<file path="src/rtl/score_voice_pkg.sv">
// rtl/score_voice_pkg.sv - shared constants, sample type and helpers for score_voice
package score_voice_pkg;

  localparam logic [7:0]  ENV_FULL = 8'd255;
  localparam int          DSM_FB   = 256;
  localparam logic [15:0] REST_MIN = 16'd2;

  typedef logic signed [8:0] sample_t;

  // Periods below REST_MIN encode a rest.
  function automatic logic is_tone(input logic [15:0] c);
    return c >= REST_MIN;
  endfunction

endpackage

</file>
<file path="src/rtl/dsm1.sv">
// rtl/dsm1.sv - first-order delta-sigma modulator, signed 9-bit sample in, 1-bit stream out
module dsm1
  import score_voice_pkg::*;
(
  input  logic    clk,
  input  logic    rst_n,
  input  sample_t s,
  output logic    dsd
);

  localparam logic [10:0] FB = 11'(DSM_FB);

  logic [9:0]  acc_q, acc_d;
  logic        dsd_q, dsd_d;
  logic [10:0] fb;
  logic [10:0] nxt;

  // Sample magnitude <= 255 bounds the accumulator to 10 bits; 11 bits keep the sign exact.
  always_comb begin
    fb    = dsd_q ? FB : (11'd0 - FB);
    nxt   = {acc_q[9], acc_q} + {{2{s[8]}}, s} - fb;
    acc_d = nxt[9:0];
    dsd_d = ~nxt[10];
  end

  always_ff @(posedge clk or negedge rst_n) begin
    if (!rst_n) begin
      acc_q <= '0;
      dsd_q <= 1'b0;
    end else begin
      acc_q <= acc_d;
      dsd_q <= dsd_d;
    end
  end

  assign dsd = dsd_q;

endmodule

</file>
<file path="src/rtl/score_voice.sv">
// rtl/score_voice.sv - square-wave voice with linear decay envelope (SCORE_VOICE_ENVELOPE_EN) and DSD output
module score_voice
  import score_voice_pkg::*;
#(
  parameter int DECAY_DIV = 4096
) (
  input  logic        clk,
  input  logic        rst_n,
  input  logic [15:0] cyc,
  input  logic        attack,
  output logic        dsd,
  output logic [7:0]  env,
  output logic        active
);

  if (DECAY_DIV < 2) begin : g_bad_decay_div
    $error("score_voice: DECAY_DIV must be at least 2");
  end

  logic [15:0] ph_q, ph_d;
  logic [7:0]  env_q, env_d;
  logic        active_q, active_d;
  logic        tone;
  logic        sq;
  sample_t     s;

  assign tone = is_tone(cyc);
  assign sq   = ph_q < (cyc >> 1);

  // The >= compare also wraps cleanly when cyc shrinks below the current phase.
  always_comb begin
    ph_d = ph_q + 16'd1;
    if (attack || !tone || (ph_q >= cyc - 16'd1)) begin
      ph_d = '0;
    end
  end

  always_comb begin
    s = '0;
    if (tone) begin
      s = sq ? sample_t'({1'b0, env_q}) : -sample_t'({1'b0, env_q});
    end
  end

`ifdef SCORE_VOICE_ENVELOPE_EN
  localparam logic [15:0] DV_LAST = 16'(DECAY_DIV - 1);

  logic [15:0] dv_q, dv_d;

  always_comb begin
    dv_d  = dv_q + 16'd1;
    env_d = env_q;
    if (attack) begin
      env_d = ENV_FULL;
      dv_d  = '0;
    end else if (dv_q == DV_LAST) begin
      dv_d = '0;
      if (env_q != '0) begin
        env_d = env_q - 8'd1;
      end
    end
  end

  always_comb begin
    active_d = (env_q != '0) && tone;
  end

  always_ff @(posedge clk or negedge rst_n) begin
    if (!rst_n) begin
      dv_q <= '0;
    end else begin
      dv_q <= dv_d;
    end
  end
`else
  always_comb begin
    env_d    = ENV_FULL;
    active_d = tone;
  end
`endif

  always_ff @(posedge clk or negedge rst_n) begin
    if (!rst_n) begin
      ph_q     <= '0;
      env_q    <= '0;
      active_q <= 1'b0;
    end else begin
      ph_q     <= ph_d;
      env_q    <= env_d;
      active_q <= active_d;
    end
  end

  dsm1 u_dsm1 (
    .clk   (clk),
    .rst_n (rst_n),
    .s     (s),
    .dsd   (dsd)
  );

  assign env    = env_q;
  assign active = active_q;

endmodule
</file>
<file path="config.mk">
export PLATFORM = sky130hd
export DESIGN_NAME = score_voice
export DESIGN_NICKNAME = d
export VERILOG_FILES = /design/src/rtl/score_voice_pkg.sv /design/src/rtl/dsm1.sv /design/src/rtl/score_voice.sv
export SDC_FILE = /design/constraint.sdc
export NUM_CORES = 1
export LEC_CHECK = 0
export CAP_MARGIN = 20
export CELL_PAD_IN_SITES_DETAIL_PLACEMENT = 1
export CELL_PAD_IN_SITES_GLOBAL_PLACEMENT = 2
export CORE_ASPECT_RATIO = 1.2
export CORE_MARGIN = 4
export CORE_UTILIZATION = 36
export CTS_BUF_LIST = sky130_fd_sc_hd__clkbuf_4 sky130_fd_sc_hd__clkbuf_8 sky130_fd_sc_hd__clkbuf_16
export DETAILED_ROUTE_END_ITERATION = 10
export HOLD_SLACK_MARGIN = 0.1
export PLACE_DENSITY_LB_ADDON = 0.1
export SYNTH_ARGS = -nofsm -noshare
export SYNTH_HDL_FRONTEND = slang
export SYNTH_SLANG_ARGS = --single-unit
</file>
<file path="constraint.sdc">
create_clock -name clk -period 4.55 [get_ports clk]
set_input_delay 0.455 -clock clk [delete_from_list [all_inputs] [get_ports clk]]
set_output_delay 0.455 -clock clk [all_outputs]
set_load 0.02 [all_outputs]
</file>
==> results.tsv <==
stage	metric	value	unit
status	status	completed	
final_layout	Filler cells	917	
drt	vias per inst	5.10	
die	die width	88.8	um
die	Initial Utilization	0.368	
clocking	CTS tree	built	
final_layout	area delta synth->final	14.9	%
worst_setup_path	R2R Setup Slk	870	ps
drt	DRT Wirelength	6.82	mm
drt	antenna-violating nets left	0	
synthesis	Netlist Area Pre-Place	2820	um2
clocking	Clock Tree Buf Depth	2	
synthesis	adder-cell area share of the yosys netlist	0.234	
worst_setup_path	required time worst endpoint	4760	ps
clocking	cts-stage hold buffer count	0	
power_and_ir_drop	LEAKAGE	1.56	nW
worst_setup_path	Worst Path Buf+Inv	4	
synthesis	Compound-Gate Fraction of Synth Area	0.102	
placed_design	DP HPWL	5.63	mm
sta	Setup Skew	6.47	ps
min_path	Hold EP	u_dsm1.acc_q[0]	
worst_setup_path	CP peak stage delay	500	ps
placed_design	I/O Buffers	28	
run	maxcap violations	0	
worst_setup_path	capturing point of the worst reg2reg path	u_dsm1.acc_q[9]	
worst_setup_path	worst r2r src	ph_q[13]	
synthesis	flops & latches, synth	29	
final_layout	Final Non-Filler Cells	437	
grt	initial antenna violation count	0	
final_layout	Final #Nets	415	
synthesis	Post-Synthesis Cells	317	
placed_design	placed insts	429	
min_path	WHS Path Cells	1	
worst_setup_path	Critical Path AT	4220	ps
power_and_ir_drop	PD cells	413	nW/um2
min_path	Worst Hold Class	reg2reg	
worst_setup_path	critical path capture point type	flop	
sta	Fin. Hold Viols	0	
synthesis	synth warn	0	
grt	number of global-route vias before repair	2351	
sta	unrepaired setup endpoints after global routing	false	
worst_setup_path	critical path peak fanout	7	
drt	DRT iter0 DRCs	62	
clocking	Reg clk slew, reported paths	70	ps
clocking	Root Driver	clkbuf_8	
synthesis	Distinct cells, synth	45	
clocking	total CTS buffers	5	
sta	measured slew at the worst slew-check pin	632	ps
synthesis	Avg Inst Size Synth	8.89	um2
placed_design	RePlAce Congestion	0.771	
worst_setup_path	kind of cell adding the most delay to the critical path	compound AO/OA/AOI/OAI gates	
sta	final setup TNS	0	ps
die	core outline area	7660	um2
sta	min cycle time layout	4010	ps
worst_setup_path	FF-to-FF path depth	14	
worst_setup_path	Worst path most repeated cell	ha_1	
die	io pins	29	
die	die area	9310	um2
drt	DR DRC count	0	
worst_setup_path	Critical-path top delay cell	clkdlybuf4s50_1	
synthesis	mux share of post-synthesis cell area	0	
final_layout	fraction of layout cells with a size suffix above 1	0.0725	
grt	first-pass GRT wire length	11.6	mm
grt	total gr overflow	0	
sta	Final period util	0.881	
power_and_ir_drop	VDD IR max	265	uV
min_path	HP Start	u_dsm1.acc_q[0]	
worst_setup_path	Startpoint Class	input pin	
synthesis	number of synthesized flops with an enable pin	0	
clocking	Resized cells post-CTS	0	
clocking	CTS H-tree depth	2	
synthesis	FFs w/ async S/R, synth	1.00	
final_layout	Non-Filler Cell Area, Final	3240	um2
die	row count	35	
clocking	worst-skew pair later-pin latency	280	ps
drt	wire length per cell	15.6	um
grt	gr usage total	0.157	
synthesis	Post-Synth Simple-Gate Area	0.193	
clocking	Clock Sinks	29	
sta	Max Fclk	249	MHz
die	die height	105	um
synthesis	Synth Net Count	388	
sta	Max Slew Vio Count	0	
final_layout	Util after Layout	0.423	
synthesis	Main synth FF type	dfrtp_1	
drt	vias post-DR	2228	
final_layout	# diodes	0	
grt	largest net degree at the start of global routing	30	
drt	Pre-Repair DR Iteration Count	3	
clocking	post-CTS setup buffer count	0	
sta	max_slew headroom	0.573	
worst_setup_path	CP cell instances	clkdlybuf4s50_1 > inv_1 > ha_1 > a21o_1 > a211o_1 > a41oi_1 > o31ai_1 > or2_2 > ha_1 > inv_1 > ha_1 > a2111oi_1 > buf_4 > o31ai_1 > a21oi_1 > xnor2_1	
synthesis	xor/xnor share of the synthesized area	0.115	
sta	setup violators final	0	
synthesis	largest family of logic cells by synthesized area	adder cells	
placed_design	placed instance area	3140	um2
worst_setup_path	CP Class	in2reg	
synthesis	sequential area share after synthesis	0.258	
-- cells in the mapped netlist, types with 2 or more instances --
master	count	area, um2
a21o_1	6	45.0
a21oi_1	18	90.1
a41oi_1	2	17.5
and2_1	2	12.5
and3_1	3	18.8
buf_4	7	52.6
buf_6	2	22.5
dfrtp_1	29	726
ha_1	51	638
inv_1	47	176
nand2_1	15	56.3
nand3_1	16	80.1
nand4_1	9	56.3
nor2_1	14	52.6
nor2b_1	2	12.5
nor3_1	11	55.1
nor3_2	8	80.1
nor4_1	5	31.3
o21ai_0	6	30.0
o31ai_1	3	22.5
or2_2	2	12.5
xnor2_1	29	254
xor2_1	8	70.1
-- cells by family after synthesis --
logic type | after synthesis
XOR/XNOR | 37
AND/OR/NAND/NOR | 95
adder cells (fa/ha/maj) | 52
AO/OA/AOI/OAI | 45
other | 1
buffers and inverters | 58
flip-flops | 29
-- power breakdown --
| group | leakage (nW) | internal, W | switching [W] |
|---|---|---|---|
| logic | 1.13 | 0.000347 | 0.000410 |
| clock network | 0.0542 | 0.000136 | 0.0000985 |
| registers | 0.370 | 0.000325 | 0.0000205 |
-- state kept, by name (all words and copies together), names as in the netlist --
register	cells
active	1
u_dsm1.dsd	1
env	1
u_dsm1.acc_q	10
ph_q	16
-- cells in the final DEF (no fill, tap or decap), types with 2 or more instances in the layout --
cell type        synthesis  routed
ha_1                    51      51
inv_1                   47      47
xnor2_1                 29      29
dfrtp_1                 29      29
clkdlybuf4s50_1          0      28
a21oi_1                 18      18
nand3_1                 16      16
nand2_1                 15      15
nor2_1                  14      14
nor3_1                  11      11
nand4_1                  9       9
xor2_1                   8       8
nor3_2                   8       8
clkbuf_8                 0       7
o21ai_0                  6       6
a21o_1                   6       6
nor4_1                   5       5
o31ai_1                  3       3
and3_1                   3       3
buf_4                    7       3
nor2b_1                  2       2
a41oi_1                  2       2
or2_2                    2       2
and2_1                   2       2
-- layer usage --
| layer | up-vias | track usage | wire length, um | part of all wire |
|---|---|---|---|---|
| met1 | 1057 | 0.190 | 2930 | 0.43 |
| met4 | 0 | 0.0508 | 120 | 0.018 |
| met3 | 8 | 0.0150 | 94 | 0.014 |
| met5 | - | 0 | 0 | 0 |
| li1 | 1144 | - | - | - |
| met2 | 19 | 0.284 | 3670 | 0.54 |
-- per-stage QoR --
stage                     worst slack [ps]  hold slack, ps  total power [W]
after detailed placement               233             471          0.00111
after global placement                 346             465          0.00110
after floorplan                       1050             159         0.000922
after global routing                   221             519          0.00147
final                                  541             480          0.00134
after CTS                              525             485          0.00136
-- cell type report --
type | count | area, um2 | area share
well taps | 92 | 115 | 0.0355
clock inverters | 1 | 5.00 | 0.00155
flip-flops and latches | 29 | 726 | 0.224
inverters | 47 | 176 | 0.0545
clock buffers | 7 | 96.3 | 0.0298
repair buffers | 31 | 303 | 0.0935
multi-input cells | 230 | 1820 | 0.561
-- how the worst max path moves through the flow --
stage                  from         endpoint  slack (ps)  cells past startpoint
floorplan           cyc[14]  u_dsm1.acc_q[9]        1050                     14
global placement    cyc[14]  u_dsm1.acc_q[9]         350                     16
detailed placement  cyc[14]  u_dsm1.acc_q[9]         230                     16
CTS                 cyc[14]  u_dsm1.acc_q[9]         530                     16
global route        cyc[14]  u_dsm1.acc_q[9]         220                     16
finish              cyc[14]  u_dsm1.acc_q[9]         540                     16
Power figures use the tool's default switching activity.
